==> src/rtl/parzen_window_gen.sv <==
// Streaming window-coefficient generator: Parzen, triangular or rectangular w[n],
// n = 0..N-1. Output is unsigned Q1.OUTPUT_FRAC through a 3-stage valid/ready pipe.
module parzen_window_gen #(
  parameter int WINDOW_SIZE_POW2 = 10,
  parameter int OUTPUT_FRAC      = 16
) (
  input  logic                        clk_i,
  input  logic                        rst_i,
  input  logic                        start_i,
  input  logic [1:0]                  mode_i,
  output logic                        busy_o,
  output logic                        done_o,
  output logic                        win_valid_o,
  input  logic                        win_ready_i,
  output logic [OUTPUT_FRAC:0]        win_o,
  output logic [WINDOW_SIZE_POW2-1:0] idx_o,
  output logic                        last_o
);

  localparam int P  = WINDOW_SIZE_POW2;
  localparam int F  = OUTPUT_FRAC;
  localparam int FB = 3 * (P - 1);  // fraction bits of b^3, with b = m / 2^(P-1)
  localparam int IW = FB + 4;       // room for 6 * 2^FB plus a sign bit

  localparam logic [P-1:0]         HALF    = {1'b1, {(P-1){1'b0}}};
  localparam logic [P-1:0]         QUARTER = HALF >> 1;
  localparam logic [P-1:0]         LAST_N  = '1;
  localparam logic signed [IW-1:0] ONE     = {3'b000, 1'b1, {FB{1'b0}}};
  localparam logic signed [IW-1:0] SIX     = IW'(6);

  typedef enum logic [1:0] {IDLE, RUN, DRAIN} state_t;
  // Parzen splits into the cubic core (m <= N/4) and the 2(1-b)^3 tail.
  typedef enum logic [1:0] {SH_CORE, SH_TAIL, SH_TRI, SH_RECT} shape_t;

  state_t     state_q, state_d;
  logic [1:0] mode_q;
  logic [P-1:0] cnt_q;
  logic adv, accept, issue, xfer_last;

  assign adv       = !win_valid_o || win_ready_i;
  assign accept    = (state_q == IDLE) && start_i;
  assign issue     = (state_q == RUN) && adv;
  assign xfer_last = win_valid_o && win_ready_i && last_o;
  assign busy_o    = (state_q != IDLE);

  // NOTE: registered state uses non-blocking (<=) so every flop samples pre-edge values.
  always_ff @(posedge clk_i or posedge rst_i) begin
    if (rst_i) state_q <= IDLE;
    else       state_q <= state_d;
  end

  always_comb begin
    // NOTE: default first, so no path through the case leaves state_d unassigned (no latch).
    state_d = state_q;
    case (state_q)
      IDLE:    if (start_i) state_d = RUN;
      RUN:     if (issue && cnt_q == LAST_N) state_d = DRAIN;
      DRAIN:   if (xfer_last) state_d = IDLE;
      default: state_d = IDLE;
    endcase
  end

  always_ff @(posedge clk_i or posedge rst_i) begin
    if (rst_i) begin
      mode_q <= 2'd0;
      cnt_q  <= '0;
      done_o <= 1'b0;
    end else begin
      done_o <= (state_q == DRAIN) && xfer_last;
      if (accept) begin
        mode_q <= mode_i;
        cnt_q  <= '0;
      end else if (issue && cnt_q != LAST_N) begin
        cnt_q <= cnt_q + 1'b1;
      end
    end
  end

  // Stage 1 inputs: m = |n - N/2| and the shape/region for this index.
  logic [P-1:0] m_d;
  shape_t       shape_d;

  always_comb begin
    m_d     = (cnt_q >= HALF) ? (cnt_q - HALF) : (HALF - cnt_q);
    shape_d = SH_RECT;
    case (mode_q)
      2'd0:    shape_d = (m_d <= QUARTER) ? SH_CORE : SH_TAIL;
      2'd1:    shape_d = SH_TRI;
      default: shape_d = SH_RECT;
    endcase
  end

  logic           s1_valid, s1_last;
  logic [P-1:0]   s1_idx, s1_m, d1;
  shape_t         s1_shape;
  logic           s2_valid, s2_last;
  logic [P-1:0]   s2_idx, s2_m, s2_d;
  logic [2*P-1:0] s2_sq, s2_d2;
  shape_t         s2_shape;

  assign d1 = HALF - s1_m;

  // Stage 3: cubes, polynomial, then exact floor to F fraction bits.
  logic [3*P-1:0]        m3, d3;
  logic signed [IW-1:0]  wfix;
  logic [F:0]            win_d;

  assign m3 = (3*P)'(s2_sq) * (3*P)'(s2_m);
  assign d3 = (3*P)'(s2_d2) * (3*P)'(s2_d);

  always_comb begin
    wfix = ONE;
    case (s2_shape)
      SH_CORE: wfix = ONE - SIX * signed'(IW'(s2_sq) << (P - 1)) + SIX * signed'(IW'(m3));
      SH_TAIL: wfix = signed'(IW'(d3)) << 1;
      SH_TRI:  wfix = signed'(IW'(s2_d)) << (2 * (P - 1));
      default: wfix = ONE;
    endcase
  end

  assign win_d = (F+1)'({wfix, {F{1'b0}}} >> FB);

  always_ff @(posedge clk_i or posedge rst_i) begin
    if (rst_i) begin
      s1_valid    <= 1'b0;
      s1_last     <= 1'b0;
      s1_idx      <= '0;
      s1_m        <= '0;
      s1_shape    <= SH_CORE;
      s2_valid    <= 1'b0;
      s2_last     <= 1'b0;
      s2_idx      <= '0;
      s2_m        <= '0;
      s2_d        <= '0;
      s2_sq       <= '0;
      s2_d2       <= '0;
      s2_shape    <= SH_CORE;
      win_valid_o <= 1'b0;
      win_o       <= '0;
      idx_o       <= '0;
      last_o      <= 1'b0;
    end else if (adv) begin
      s1_valid    <= issue;
      s1_last     <= issue && (cnt_q == LAST_N);
      s1_idx      <= cnt_q;
      s1_m        <= m_d;
      s1_shape    <= shape_d;

      s2_valid    <= s1_valid;
      s2_last     <= s1_last;
      s2_idx      <= s1_idx;
      s2_m        <= s1_m;
      s2_d        <= d1;
      s2_sq       <= (2*P)'(s1_m) * (2*P)'(s1_m);
      s2_d2       <= (2*P)'(d1) * (2*P)'(d1);
      s2_shape    <= s1_shape;

      win_valid_o <= s2_valid;
      win_o       <= win_d;
      idx_o       <= s2_idx;
      last_o      <= s2_last;
    end
  end

endmodule

==> config.mk <==
export PLATFORM = sky130hd
export DESIGN_NAME = parzen_window_gen
export DESIGN_NICKNAME = d
export VERILOG_FILES = /design/src/rtl/parzen_window_gen.sv
export SDC_FILE = /design/constraint.sdc
export NUM_CORES = 2
export LEC_CHECK = 0
export CAP_MARGIN = 10
export CORE_MARGIN = 2
export CORE_UTILIZATION = 65
export CTS_CLUSTER_DIAMETER = 40
export DETAILED_ROUTE_END_ITERATION = 8
export HOLD_SLACK_MARGIN = 0.15
export PLACE_DENSITY = 0.8
export REMOVE_ABC_BUFFERS = 1
export SLEW_MARGIN = 40
export SYNTH_ARGS = -nofsm -noshare
export SYNTH_HDL_FRONTEND = slang
export SYNTH_SLANG_ARGS = --single-unit
==> constraint.sdc <==
create_clock -name clk_i -period 25.8 [get_ports clk_i]
set_clock_uncertainty 0.05 [all_clocks]
set_input_delay 5.16 -clock clk_i [delete_from_list [all_inputs] [get_ports clk_i]]
set_output_delay 5.16 -clock clk_i [all_outputs]
set_load 0.02 [all_outputs]
Word-level counts from Yosys, hierarchy flattened
Cells that the tools add are included.

storage, ports and cells
  register bits after elaboration = 142
  bits in latches = 0
  RAM bits = 0
  bits in read-only memories = 0
  input port bits = 6
  output and inout bits = 31
  logic and storage cells = 70
  memories kept = 0

cells by class
  add/subtract/negate cells = 6
  $mul = 6
  div/mod/pow operators = 0
  magnitude comparators = 2
  equality and inequality tests = 10
  shift-type cells = 0
  muxes and demuxes = 10
  bitwise gates (word level) = 0
  reduce and logical (&&, ||, !) cells = 15

operators with widths
  kind                    number
  $pmux 28 s3             1
  $mul 10x10->20          2
  $mul 2x30->27 const A   1
  $mul 20x10->30          1
  $mux 10                 3
  $add 28x28->28          1
  $sub 28x28->28 const A  1
  $mul 20x10->27          1
  $mul 2x20->18 const A   1
  $sub 10x10->10 const A  2
  $add 10x1->10 const B   1
  $eq 10x10->1 const B    1
  $ge 10x10->1 const B    1
  $le 10x9->1 const B     1
  $ne 10x10->1 const B    1
  $sub 10x10->10 const B  1
  $logic_and 1x1->1       7
  $eq 2x1->1 const B      3
  $logic_not 2->1         3
  $mux 2                  3
  $pmux 2 s3              1
  $eq 2x2->1 const B      2
  $ne 2x2->1 const B      2
  $pmux 2 s2              1
  6 further kinds         7

Logic depth before layout (Yosys ltp)
  depth in word-level cells = 6
  mapped depth = 44
  gate-level depth less buffers = 43

Worst setup path after synthesis
No wires, ideal clock.

  path type = register to register
  from = reg s2_sq[3]
  to = reg win_o[16]
  setup time = 0.064 ns
  arrival time = 8.661 ns
  data required time = 25.686 ns
  slack = 17.024 ns
  cell stages (with the launch flop) = 36
  path buffers = 1
  clock period less this slack = 8.776 ns
  cells stage by stage = dfrtp_1 clkbuf_1 nand2_1 fa_1 inv_1 fa_1 ha_1 fa_1 inv_1 fa_1 inv_1 ha_1 a21o_1 a21oi_1 o21ai_0 a21o_1 a21oi_1 xnor2_1 ha_1 nand2_1 a2111oi_0 or2_2 a21oi_1 ha_1 ha_1 and2_0 a221o_1 a31o_1 a31o_1 or4_4 a41o_1 xnor2_2 xnor2_1 xnor2_1 a221oi_1 a21o_1

between the ends
  word-level cells in the longest chain between the ends = 4
  elaborated cells between the ends (all ways) = 6
  classes of those cells = add/sub: 2; mul: 3; mux: 1

RTL lines
  element                                                 RTL line  RTL
  from (decl)                                             98        logic [2*P-1:0] s2_sq, s2_d2;
  from (signal assigned)                                  154       s2_sq <= (2*P)'(s1_m) * (2*P)'(s1_m);
  $mul 20x10->30 / $mul 2x20->18 (equally long branches)  108, 114
  $mul 2x30->27 / $sub 28x28->28 (equally long branches)  114       SH_CORE: wfix = ONE - SIX * signed'(IW'(s2_sq) << (P - 1)) + SIX * signed'(IW'(m3));
  $add 28x28->28 (*)                                      114
  $pmux 28 s3 (*)                                         113       case (s2_shape)
  to (signal assigned)                                    159       win_o <= win_d;
  to (decl)                                               15        output logic [OUTPUT_FRAC:0] win_o,

Mark *: on every way between the ends. The rest lies on a longest branch, timed or not.
A chain may end at the register's enable or synchronous reset.

Worst setup path in the final report
  from = reg s2_m[3]
  to = reg win_o[16]

between the ends
  word-level cells in the longest chain between the ends = 4

RTL lines
  element                 RTL line  RTL
  from (decl)             97        logic [P-1:0] s2_idx, s2_m, s2_d;
  from (signal assigned)  152       s2_m <= s1_m;
  $mul 20x10->30          108       assign m3 = (3*P)'(s2_sq) * (3*P)'(s2_m);
  $mul 2x30->27           114
  $add 28x28->28          114
  $pmux 28 s3             113

Every way passes these cells.

==> flow_metrics.env <==
export IMPL_synth_xor_area_share_pct=5.97
export IMPL_io_pins=37
export IMPL_clock_sinks=134
export IMPL_tns_ns=0
export IMPL_yosys_most_used_dff="dfrtp_1"
export IMPL_core_um2=37600
export IMPL_cts_buffer_depth=2
export IMPL_critPathCaptureType="flop"
export IMPL_synth_mux_area_share_pct=0.420
export IMPL_avgSynthCellArea_um2=8.63
export IMPL_antennaDiodeCount=0
export IMPL_mostFrequentLayoutCells="444 x inv_1, 434 x nand2_1, 363 x fa_1"
export IMPL_synth_compound_area_share_pct=9.51
export IMPL_path_depth=38
export IMPL_status="finished, final reports clean"
export IMPL_crit_family="adder cells"
export IMPL_hold_violations=0
export IMPL_io_buffers=36
export IMPL_fmax_ghz=0.0999
export IMPL_register_area_um2=3360
export IMPL_critPathLaunch="s2_m[3]"
export IMPL_cp_slowest_cell="dfrtp_1"
export IMPL_hold_buffers=0
export IMPL_grt_max_degree=71
export IMPL_timing_rr_start="s2_m[3]"
export IMPL_timing_critical_path_fanout_max=20
export IMPL_yosysTopAreaCellShare_pct=29.4
export IMPL_dr_pass1_iters=6
export IMPL_num_rows=71
export IMPL_fillCellCount=2885
export IMPL_period_share_pct=38.8
export IMPL_layout_drive_gt1_share_pct=2.80
export IMPL_ys_ff_latch=134
export IMPL_ant_nets=0
export IMPL_vias_per_cell=5.79
export IMPL_drc=0
export IMPL_crit_required_ns=26.13
export IMPL_critPathMaxStageDelay_ns=0.74
export IMPL_die_w_um=199
export IMPL_cp_endpoint="win_o[16]"
export IMPL_num_nets_final=3461
export IMPL_multi_input_area_um2=19300
export IMPL_ctsResizeCount=0
export IMPL_hold_class="flop to flop"
export IMPL_period_needed_ns=10.01
export IMPL_wl_met3_mm=3.32
export IMPL_cts_buffers=17
export IMPL_synth_top_family_by_area="adder cells"
export IMPL_cap_violations=0
export IMPL_first_iter_violations=1311
export IMPL_synth_distinct_cells=76
export IMPL_final_common_cell="inv_1"
export IMPL_dp_hpwl_mm=44.0
export IMPL_chipHeight_um=199
export IMPL_async_reset_ff_share_pct=100
export IMPL_grt_usage_pct=30.9
export IMPL_wl_met1_mm=23.2
export IMPL_cts_tree="built"
export IMPL_synth_simple_area_share_pct=17.9
export IMPL_synth_cell_area_um2=24700
export IMPL_drt_total_wl_mm=57.0
export IMPL_die_area_um2=39600
export IMPL_ctsHtreeMaxLevel=4
export IMPL_arrival_ns=10.33
export IMPL_post_cts_buffers=0
export IMPL_cp_common_cell="ha_1"
export IMPL_top_layer_used="met4"
export IMPL_clk_pin_slew_ns=0.08
export IMPL_worst_pin_slew_ns=0.874
export IMPL_ff2ff_setup_slack_ns=15.79
export IMPL_setup_worst_path_start_class="flop"
export IMPL_grt_setup_unrepaired="no"
export IMPL_r2r_end="win_o[16]"
export IMPL_r2r_cells=38
export IMPL_path_class="flop to flop"
export IMPL_initial_core_util_pct=65.8
export IMPL_synth_area_top_cells="fa_1 29%, ha_1 14%, dfrtp_1 14%"
export IMPL_grt_first_pass_wirelength_mm=97.7
export IMPL_slew_violations=0
export IMPL_overflow=0
export IMPL_clk_latency_ns=0.44
export IMPL_root_buffer="clkbuf_16"
export IMPL_first_global_vias=20500
export IMPL_worst_path_buf_inv=3
export IMPL_gp_congestion=0.896
export IMPL_vias=19300
export IMPL_area_delta_synth_final_pct=5.03
export IMPL_seq_area_frac_synth_pct=13.6
export IMPL_setup_violations_final=0
export IMPL_post_drt_wl_per_cell_um=17.1
export IMPL_syn_inst=2863
export IMPL_slew_headroom_pct=41.7
export IMPL_synthAdderAreaFrac_pct=43.9
export IMPL_ys_warn_count=0
export IMPL_wl_met2_mm=28.8
export IMPL_synth_top_area_cell="fa_1"
export IMPL_antenna_found_initial=0
export IMPL_synth_edf_count=0
## routing by layer
metal | vias to the layer above | global-route usage (%)
li1 | 8870 | -
met1 | 9626 | 40.1
met2 | 652 | 54.1
met3 | 138 | 3.51
met4 | 0 | 10.3
met5 | - | 0
## cell type report
cell class	count	area share, %
clock buffers	18	1.65
inverters	448	6.50
flip-flops and latches	134	12.9
clock inverters	14	0.448
multi-input cells	2159	74.3
repair buffers	46	1.69
well taps	511	2.46
## through the flow
step                instances  worst slack, ns  hold WS [ns]  instance area, µm²  util (%)
CTS                      3330            15.88         0.415               25900      69.0
finish                   3330            15.79         0.414               26000      69.1
global route             3330            15.05         0.438               26000      69.1
global placement         3298            16.40         0.398               25400      67.5
detailed placement       3298            15.91         0.402               25400      67.5
floorplan                2741            15.32         0.380               24300         -
## how the worst min path moves through the flow
stage / cells after the start / slack (ns) / endpoint / start
after floorplan: 2 / 0.38 / s2_valid / s2_valid
after global placement: 2 / 0.40 / s2_valid / s2_valid
after detailed placement: 2 / 0.40 / s2_valid / s2_valid
after CTS: 2 / 0.42 / s2_shape[0] / s1_shape[0]
after global routing: 1 / 0.44 / win_valid_o / s2_valid
final: 2 / 0.41 / s2_shape[0] / s1_shape[0]
## registers in the layout, indices dropped and copies added, names as in the netlist, 9 cells and up
name / cells
s2_d: 9
win_o: 17
s1_m: 9
idx_o: 10
cnt_q: 10
s1_idx: 10
s2_idx: 10
s2_m: 9
s2_d2: 17
s2_sq: 18
## kinds of logic (layout without fill, tap and decap cells)
| kind of cell | Yosys count | count (layout) |
|---|---|---|
| and+or+nand+nor | 953 | 953 |
| adders and majority gates | 649 | 649 |
| buffers and inverters | 578 | 526 |
| AOI/OAI and AO/OA | 371 | 371 |
| xor gates and xnor gates | 166 | 166 |
| DFF | 134 | 134 |
| muxes | 10 | 10 |
| other | 2 | 10 |
## synthesized netlist by cell type, drive strengths merged (6+ instances only)
library cell / n
inv: 446
nand2: 434
fa: 363
ha: 286
and2: 191
nor2: 170
dfrtp: 134
clkbuf: 122
a21oi: 116
xnor2: 100
o21ai: 99
xor2: 66
a21o: 35
nor3: 34
nand3: 30
nand2b: 22
nor2b: 22
o21a: 15
a31oi: 14
o21bai: 12
a211oi: 11
and3: 11
buf: 8
or2: 8
a22o: 7
mux2i: 7
or4: 7
a31o: 6
nand4: 6
o2111ai: 6
o31ai: 6
## worst reg2reg max path, delay by kind of cell, from the launching register on
kind,cells,cell delay [ns]
DFF,1,0.74
AOI/OAI and AO/OA,14,3.21
xor gates and xnor gates,5,0.71
and+or+nand+nor,7,1.25
buffers and inverters,3,0.16
adders and majority gates,9,3.85
Power is not shown: default switching activity piles up to over one toggle a cycle in this logic, so the estimate is an artifact.
